==> src/rtl/mem_stage.sv <==
// Memory pipeline stage: passes ALU results to writeback or performs one LW/SW data-memory access.
// Optional MEM_TIMEOUT_EN aborts an access after TIMEOUT_CYC cycles without mem_ack and sets sticky err.
module mem_stage #(
    parameter int unsigned TIMEOUT_CYC = 16
) (
    input  logic        clk,
    input  logic        rst_n,
    input  logic        in_valid,
    input  logic [5:0]  opcode,
    input  logic [31:0] alu_res,
    input  logic [31:0] store_data,
    input  logic [4:0]  dest_reg,
    output logic        in_ready,
    output logic        mem_req,
    output logic        mem_we,
    output logic [31:0] mem_addr,
    output logic [31:0] mem_wdata,
    input  logic        mem_ack,
    input  logic [31:0] mem_rdata,
    output logic        wb_valid,
    output logic        wb_we,
    output logic [4:0]  wb_reg,
    output logic [31:0] wb_data,
    output logic        err
);

    localparam int unsigned DW = 32;
    localparam int unsigned RW = 5;
    localparam int unsigned OW = 6;

    localparam logic [OW-1:0] OP_RTYPE = 6'b000000;
    localparam logic [OW-1:0] OP_ADDI  = 6'b001000;
    localparam logic [OW-1:0] OP_ANDI  = 6'b001100;
    localparam logic [OW-1:0] OP_LW    = 6'b100011;
    localparam logic [OW-1:0] OP_SW    = 6'b101011;

    typedef enum logic [1:0] {
        S_IDLE   = 2'd0,
        S_ACCESS = 2'd1,
        S_WB     = 2'd2
    } state_t;

    state_t        state, state_nxt;
    logic          is_mem_c, writes_c, timeout_c;
    logic          mem_we_nxt, wb_we_nxt;
    logic [DW-1:0] mem_addr_nxt, mem_wdata_nxt, wb_data_nxt;
    logic [RW-1:0] wb_reg_nxt;

    assign is_mem_c = (opcode == OP_LW) || (opcode == OP_SW);
    assign writes_c = (opcode == OP_RTYPE) || (opcode == OP_ADDI) || (opcode == OP_ANDI);

`ifdef MEM_TIMEOUT_EN
    localparam int unsigned CW = $clog2(TIMEOUT_CYC + 1);

    logic [CW-1:0] tmo_cnt;

    // Limit reached on this edge without ack; an ack on the same edge takes priority.
    assign timeout_c = (state == S_ACCESS) && !mem_ack
                       && ((32'(tmo_cnt) + 32'd1) >= TIMEOUT_CYC);

    always_ff @(posedge clk or negedge rst_n) begin
        if (!rst_n) begin
            tmo_cnt <= '0;
            err     <= 1'b0;
        end else begin
            if (state == S_ACCESS && !mem_ack && !timeout_c) begin
                tmo_cnt <= tmo_cnt + CW'(1);
            end else begin
                tmo_cnt <= '0;
            end
            if (timeout_c) begin
                err <= 1'b1;
            end
        end
    end
`else
    assign timeout_c = 1'b0;
    assign err       = 1'b0;
`endif

    // State and registered outputs
    always_ff @(posedge clk or negedge rst_n) begin
        if (!rst_n) begin
            state     <= S_IDLE;
            mem_req   <= 1'b0;
            mem_we    <= 1'b0;
            mem_addr  <= '0;
            mem_wdata <= '0;
            wb_valid  <= 1'b0;
            wb_we     <= 1'b0;
            wb_reg    <= '0;
            wb_data   <= '0;
        end else begin
            state     <= state_nxt;
            mem_req   <= (state_nxt == S_ACCESS);
            mem_we    <= mem_we_nxt;
            mem_addr  <= mem_addr_nxt;
            mem_wdata <= mem_wdata_nxt;
            wb_valid  <= (state_nxt == S_WB);
            wb_we     <= wb_we_nxt;
            wb_reg    <= wb_reg_nxt;
            wb_data   <= wb_data_nxt;
        end
    end

    // Next-state logic
    always_comb begin
        state_nxt = state;
        case (state)
            S_IDLE:   if (in_valid) state_nxt = is_mem_c ? S_ACCESS : S_WB;
            S_ACCESS: if (mem_ack || timeout_c) state_nxt = S_WB;
            S_WB:     state_nxt = S_IDLE;
            default:  state_nxt = S_IDLE;
        endcase
    end

    // Output and datapath next values; wb_we self-clears outside the WB cycle
    always_comb begin
        in_ready      = (state == S_IDLE);
        mem_we_nxt    = mem_we;
        mem_addr_nxt  = mem_addr;
        mem_wdata_nxt = mem_wdata;
        wb_reg_nxt    = wb_reg;
        wb_data_nxt   = wb_data;
        wb_we_nxt     = 1'b0;
        case (state)
            S_IDLE: begin
                if (in_valid) begin
                    wb_reg_nxt = dest_reg;
                    if (is_mem_c) begin
                        mem_addr_nxt  = {alu_res[DW-1:2], 2'b00};
                        mem_wdata_nxt = store_data;
                        mem_we_nxt    = (opcode == OP_SW);
                    end else begin
                        wb_data_nxt = alu_res;
                        wb_we_nxt   = writes_c && (dest_reg != '0);
                    end
                end
            end
            S_ACCESS: begin
                if (mem_ack && !mem_we) begin
                    wb_data_nxt = mem_rdata;
                    wb_we_nxt   = (wb_reg != '0);
                end
            end
            default: ;
        endcase
    end

endmodule

==> config.mk <==
export PLATFORM = sky130hd
export DESIGN_NAME = mem_stage
export DESIGN_NICKNAME = d
export VERILOG_FILES = /design/src/rtl/mem_stage.sv
export SDC_FILE = /design/constraint.sdc
export NUM_CORES = 1
export LEC_CHECK = 0
export BUFFER_PORTS_ARGS = -buffer_cell sky130_fd_sc_hd__buf_2
export CORE_MARGIN = 2
export CORE_UTILIZATION = 48
export DETAILED_ROUTE_END_ITERATION = 12
export PLACE_DENSITY = 0.81
export SETUP_SLACK_MARGIN = 0.5
export SLEW_MARGIN = 20
export SYNTH_ARGS = -nofsm -noshare
export SYNTH_HDL_FRONTEND = slang
export SYNTH_SLANG_ARGS = --single-unit
==> constraint.sdc <==
create_clock -name clk -period 2 [get_ports clk]
set_clock_uncertainty 0.2 [all_clocks]
set_input_delay 0.4 -clock clk [delete_from_list [all_inputs] [get_ports clk]]
set_output_delay 0.4 -clock clk [all_outputs]
set_load 0.02 [all_outputs]
==> metrics, run 1 <==
clk_lat worst skew 360 ps; filler instances 625; TritonCTS Sinks roughly 110; detailed-route DRC error count 0; Gate Count Post-Synth roughly 360; largest registers mem_wdata x32, wb_data x32, mem_addr x30; htree depth 3; initial antenna violation count 0; FMAX around 550 MHz; worst path arrival time 1870 ps; total vias in the final route 4,182; wirelength, routed roughly 15,000 µm; crit-path max FO 8; GRT overflow 0; Post-Synthesis Cell Area roughly 5000 µm²; CTS clk-pin slew, worst paths about 110 ps; Setup TNS 0 ps; 1st-iter DRT viols between 150 and 200; Longest Clk Path Bufs 2; min-delay worst type in -> reg; Slowest cell on crit path dfrtp_2; port bufs 214; most frequent cells in the layout buf_6 (114), buf_2 (109), dfrtp_1 (103); Critical Path, Cell by Cell buf_6, nor2_4, nand4_1, buf_12, clkbuf_16, mux2_2; Sw Ratio between 30% and 40%; Setup crit start kind register; final worst path period need 1800 ps; share of power burned in the clock network about a fifth; R2R setup slack about 200 ps; Synth area leaders dfrtp_1 (52%), mux2_2 (15%), a22oi_2 (7.0%); Total Routing Usage GR between 20% and 30%; RSZ-0062 raised after global routing true; Die Wd 106 µm; Max stage delay on crit path around 470 ps; share of Yosys cell area claimed by the top area cell type 52.5%; post-synth top area cell dfrtp_1; CTS tree done; critical path type reg -> reg; worst hold slack approximately 56 ps; YS warnings 0; syn_area_per_cell approximately 14 µm²; num ports around 220; MaxCap Viol Count 0; First-pass DRT Iterations 4; Hold Vio Cnt, Final 0; Core Area slightly above 10,000 µm²; post-DP HPWL around 9300 µm; Routed Antenna Nets 0; switching pwr slightly above 0.002 W; Slew Limit Fails 0; P_int 0.00431 W; die height between 100 and 150 µm; average wire per standard cell 20.1 µm; Core Rows 37; layout cells sized above 1 between 70% and 80%; Sequential Power Share approximately 43%; status complete, no violations; combinational power share about 37%; pwr dens just over 800 nW/µm²; worst path required time between 2000 and 2500 ps; vias per cell 5.47; VDD IR-drop max 475 µV; P_leak 3.97 nW; FF+latch count, synth around 110; gpl congestion 0.784; final setup vio count 0; register area share after synthesis between 50% and 60%; Area Growth Syn to Fin 57.6%; diode count 0; period utilization approximately nine tenths; root buf cell clkbuf_8; critical path endpoint category register; layout net count about 740; total CTS buffers 9; commonest non-fill, non-tap cell in the layout buf_6; largest net degree at the start of global routing 51; Die Area roughly 11,000 µm²; initial core utilization around half; first-pass GRT wire length approximately 23,000 µm; vias in the first global route 4,418; Distinct cells, synth 26
[repair_timing]
item	CTS	global route
setup endpoints to repair	209	209
pin swaps	4	1
cloned	5	3
setup buffers	24	20
resized for setup	262	10
hold buffers	1	0
endpoints found under the hold margin	26	0
[worst max-delay path: cells and delay by family, from the launching register on]
family                 cells  cell delay [ps]
flip-flops                 1              470
buffers and inverters      3              510
AND/OR/NAND/NOR            2              240
multiplexers               1              280
[logic make-up (layout without fill, tap and decap cells)]
logic type | Yosys count | after routing | synth area share (%)
mux | 68 | 68 | 15.3
compound gates | 72 | 72 | 16.6
flops | 105 | 105 | 52.5
simple gates | 76 | 77 | 9.87
other cells | 1 | 3 | 0.0749
buf+inv | 42 | 304 | 5.67
[layout make-up]
cell class	instances	area, µm²	share of cell area [%]
inverters	1	3.75	0.0476
well taps	136	170	2.16
multi-input cells	220	2360	29.9
clock inverters	4	27.5	0.349
flip-flops and latches	105	2630	33.3
clock buffers	11	151	1.92
repair buffers	288	2540	32.3
[power by group through the flow]
stage / registers, W / logic (W) / clock network (W)
after floorplan: 0.00313 / 0.000580 / 0
after global placement: 0.00267 / 0.00163 / 0
after detailed placement: 0.00270 / 0.00166 / 0
after CTS: 0.00274 / 0.00223 / 0.00126
after global routing: 0.00279 / 0.00250 / 0.00135
final: 0.00275 / 0.00237 / 0.00125
[through the flow]
stage / utilization [%] / setup slack, ps / area (µm²) / std cells / total power (W)
3_5_place_dp: 61.0 / 40.3 / 6240 / 697 / 0.00436
5_1_grt: 77.1 / 139 / 7890 / 765 / 0.00664
3_3_place_gp: 61.0 / 73.4 / 6240 / 697 / 0.00430
2_1_floorplan: - / 224 / 5070 / 366 / 0.00371
6_report: 77.1 / 196 / 7890 / 765 / 0.00638
4_1_cts: 74.4 / 217 / 7610 / 742 / 0.00624
[Yosys cell counts]
cell / count
or4_1: 2
nand4bb_1: 1
o21ai_0: 6
and3b_1: 32
nand2b_1: 2
buf_2: 14
inv_1: 1
conb_1: 1
buf_4: 3
a221oi_2: 20
buf_6: 13
a22oi_1: 4
a221oi_1: 12
a22oi_2: 28
a21o_1: 1
nor4bb_1: 1
and4bb_2: 1
nor4_1: 1
dfrtp_1: 105
nand3_1: 1
o211ai_1: 1
or3b_4: 1
nand4_1: 1
nor2_1: 33
mux2_2: 68
clkbuf_1: 11
[final timing paths]
| check | depth (start not counted) | end | from |
|---|---|---|---|
| max | 6 | mem_addr[3] | state[1] |
| min | 2 | mem_wdata[21] | store_data[21] |
| max reg2reg | 6 | mem_addr[3] | state[1] |
| min reg2reg | 1 | mem_addr[17] | mem_addr[17] |
| max in group asynchronous | 3 | mem_addr[5] | rst_n |
| min in group asynchronous | 2 | mem_wdata[27] | rst_n |
[per-layer routing]
layer  part of all wire (%)  track usage (%)  vias to the layer above
met5                      0                0                        -
met4                    2.9             11.5                        0
met3                    4.6             4.11                       30
met2                     53             46.3                      158
met1                     40             32.5                     2103
li1                       -                -                     1891
No activity file was read; power rests on OpenSTA's default activity.
==> inputs of run 2 (changes only) <==
--- a/config.mk
+++ b/config.mk
@@ -7,9 +7,9 @@
 export LEC_CHECK = 0
 export BUFFER_PORTS_ARGS = -buffer_cell sky130_fd_sc_hd__buf_2
 export CORE_MARGIN = 2
-export CORE_UTILIZATION = 48
+export CORE_UTILIZATION = 51
 export DETAILED_ROUTE_END_ITERATION = 12
-export PLACE_DENSITY = 0.81
+export PLACE_DENSITY = 0.85
 export SETUP_SLACK_MARGIN = 0.5
 export SLEW_MARGIN = 20
 export SYNTH_ARGS = -nofsm -noshare
==> constraint.sdc (replaced) <==
create_clock -name clk -period 2.1 [get_ports clk]
set_clock_uncertainty 0.2 [all_clocks]
set_input_delay 0.42 -clock clk [delete_from_list [all_inputs] [get_ports clk]]
set_output_delay 0.42 -clock clk [all_outputs]
set_load 0.02 [all_outputs]
==> metrics, run 2 (synthesis results as in run 1) <==
status complete, no violations; placed cell areas 6260 µm²; period utilization between 80% and 90%; wirelength, routed 13,100 µm; largest registers mem_wdata x32, wb_data x32, mem_addr x30; P_int roughly 0.0037 W; met3 Use GR 4.27%; Worst Setup SP state[1]; multi-input gate area in the final layout roughly 2300 µm²; Core Rows 36; CTS clk-pin slew, worst paths 100 ps; first-pass GRT wire length 20,000 µm; layout cells sized above 1 approximately two thirds; GRT busiest layer met2; filler instances 714; Crit Reg-Reg Endpoint wb_data[29]; worst path arrival time roughly 1900 ps; root buf cell clkbuf_8; Area Growth Syn to Fin 36.1%; htree depth 3; GRT overflow 0; Hold Vio Cnt, Final 0; RSZ-0062 raised after global routing true; post-DP HPWL slightly above 9000 µm; final setup vio count 0; final worst path period need about 1800 ps; MaxCap Viol Count 0; initial antenna violation count 0; pre-CTS setup slack 133 ps; layout net count 693; Final Core Density 70.7%; switching pwr around 0.0018 W; detailed-route DRC error count 0; Total Routing Usage GR 24.4%; PnR worst setup slack between 200 and 300 ps; Hold Crit Depth 2; FMAX roughly 540 MHz; min-delay worst type in -> reg; First-pass DRT Iterations 4; critical path type reg -> reg; average wire per standard cell around 18 µm; Die Wd around 100 µm; Slew Limit Fails 0; P_leak between 3 and 4 nW; num ports 218; R2R setup slack between 200 and 300 ps; Core Area slightly below 10,000 µm²; VDD IR-drop max between 400 and 500 µV; Setup TNS 0 ps; worst path required time approximately 2200 ps; gpl congestion 0.773; TritonCTS Sinks roughly 110; Reg2Reg Depth 4; Sequential Power Share ~47%; post-route cell area about 7000 µm²; met2 Usage GRT a little over two fifths; vias per cell 5.45; critical path endpoint category register; Hold Startpoint store_data[13]; Die Area about 11,000 µm²; Worst slew margin between 60% and 70%; combinational power share between 30 and 40%; Setup crit start kind register; Routed Antenna Nets 0; Worst Tran Pin Value 557 ps; largest net degree at the start of global routing 49; pwr dens about 800 nW/µm²; 1st-iter DRT viols about 120; total vias in the final route 3,922; Worst Hold End mem_wdata[13]; port bufs ~210; most frequent cells in the layout buf_2 (213), dfrtp_1 (102), mux2_2 (68); total CTS buffers 9; share of power burned in the clock network between 20% and 30%; commonest non-fill, non-tap cell in the layout buf_2; initial core utilization approximately half; FF+latch area approximately 2600 µm²; crit-path max FO 9; CTS tree done; Longest Clk Path Bufs 2; vias in the first global route 4,047; worst reg2reg path startpoint state[1]; clk_lat worst skew about 360 ps; die height 103 µm; diode count 0; Sw Ratio around 33%; GR Util met1 between 30% and 40%
run 2: critical path, stage by stage (launching register included):
cell and delay, ps:
dfrtp_2 460, or3b_4 480, a21o_4 250, buf_6 160
a22oi_1 190
run 2: timing repair:
item / CTS / global route
cloned: 3 / 1
setup buffers: 3 / 2
gates resized for setup: 30 / 14
pin swaps: 3 / 2
endpoints found under the setup margin: 105 / 105
endpoints found under the hold margin: 36 / 0
hold buffers: 1 / 0
run 2: area by class of cell:
type | count | share of cell area (%)
clock inverters | 2 | 0.551
repair buffers | 246 | 21.8
multi-input cells | 219 | 34.3
inverters | 1 | 0.0551
clock buffers | 14 | 2.24
flip-flops and latches | 105 | 38.6
well taps | 133 | 2.44
run 2: power by group through the flow:
stage	sequential (W)	clock (W)	combinational [W]
2_1_floorplan	0.00298	0	0.000550
3_3_place_gp	0.00255	0	0.00155
3_5_place_dp	0.00257	0	0.00158
4_1_cts	0.00253	0.00126	0.00163
5_1_grt	0.00258	0.00134	0.00178
6_report	0.00253	0.00125	0.00166
run 2: worst max path at each step:
stage / to / slack (ps) / depth (start not counted)
after global routing: wb_data[25] / 230 / 4
after floorplan: wb_data[10] / 330 / 6
after global placement: mem_addr[9] / 200 / 5
final: wb_data[29] / 260 / 4
after detailed placement: mem_wdata[19] / 130 / 5
after CTS: wb_data[11] / 330 / 4
run 2: routing by layer:
layer	routed length [µm]	up-vias
met2	6780	147
met1	5330	1962
met4	219	0
li1	-	1798
met3	741	15
met5	0	-
run 2: stage by stage:
step | std cells | power (W) | hold slack [ps]
after detailed placement | 694 | 0.00415 | 244
after floorplan | 366 | 0.00353 | -75.6
after CTS | 717 | 0.00542 | 67.5
after global placement | 694 | 0.00409 | 224
final | 720 | 0.00544 | 81.4
after global routing | 720 | 0.00570 | 69.4
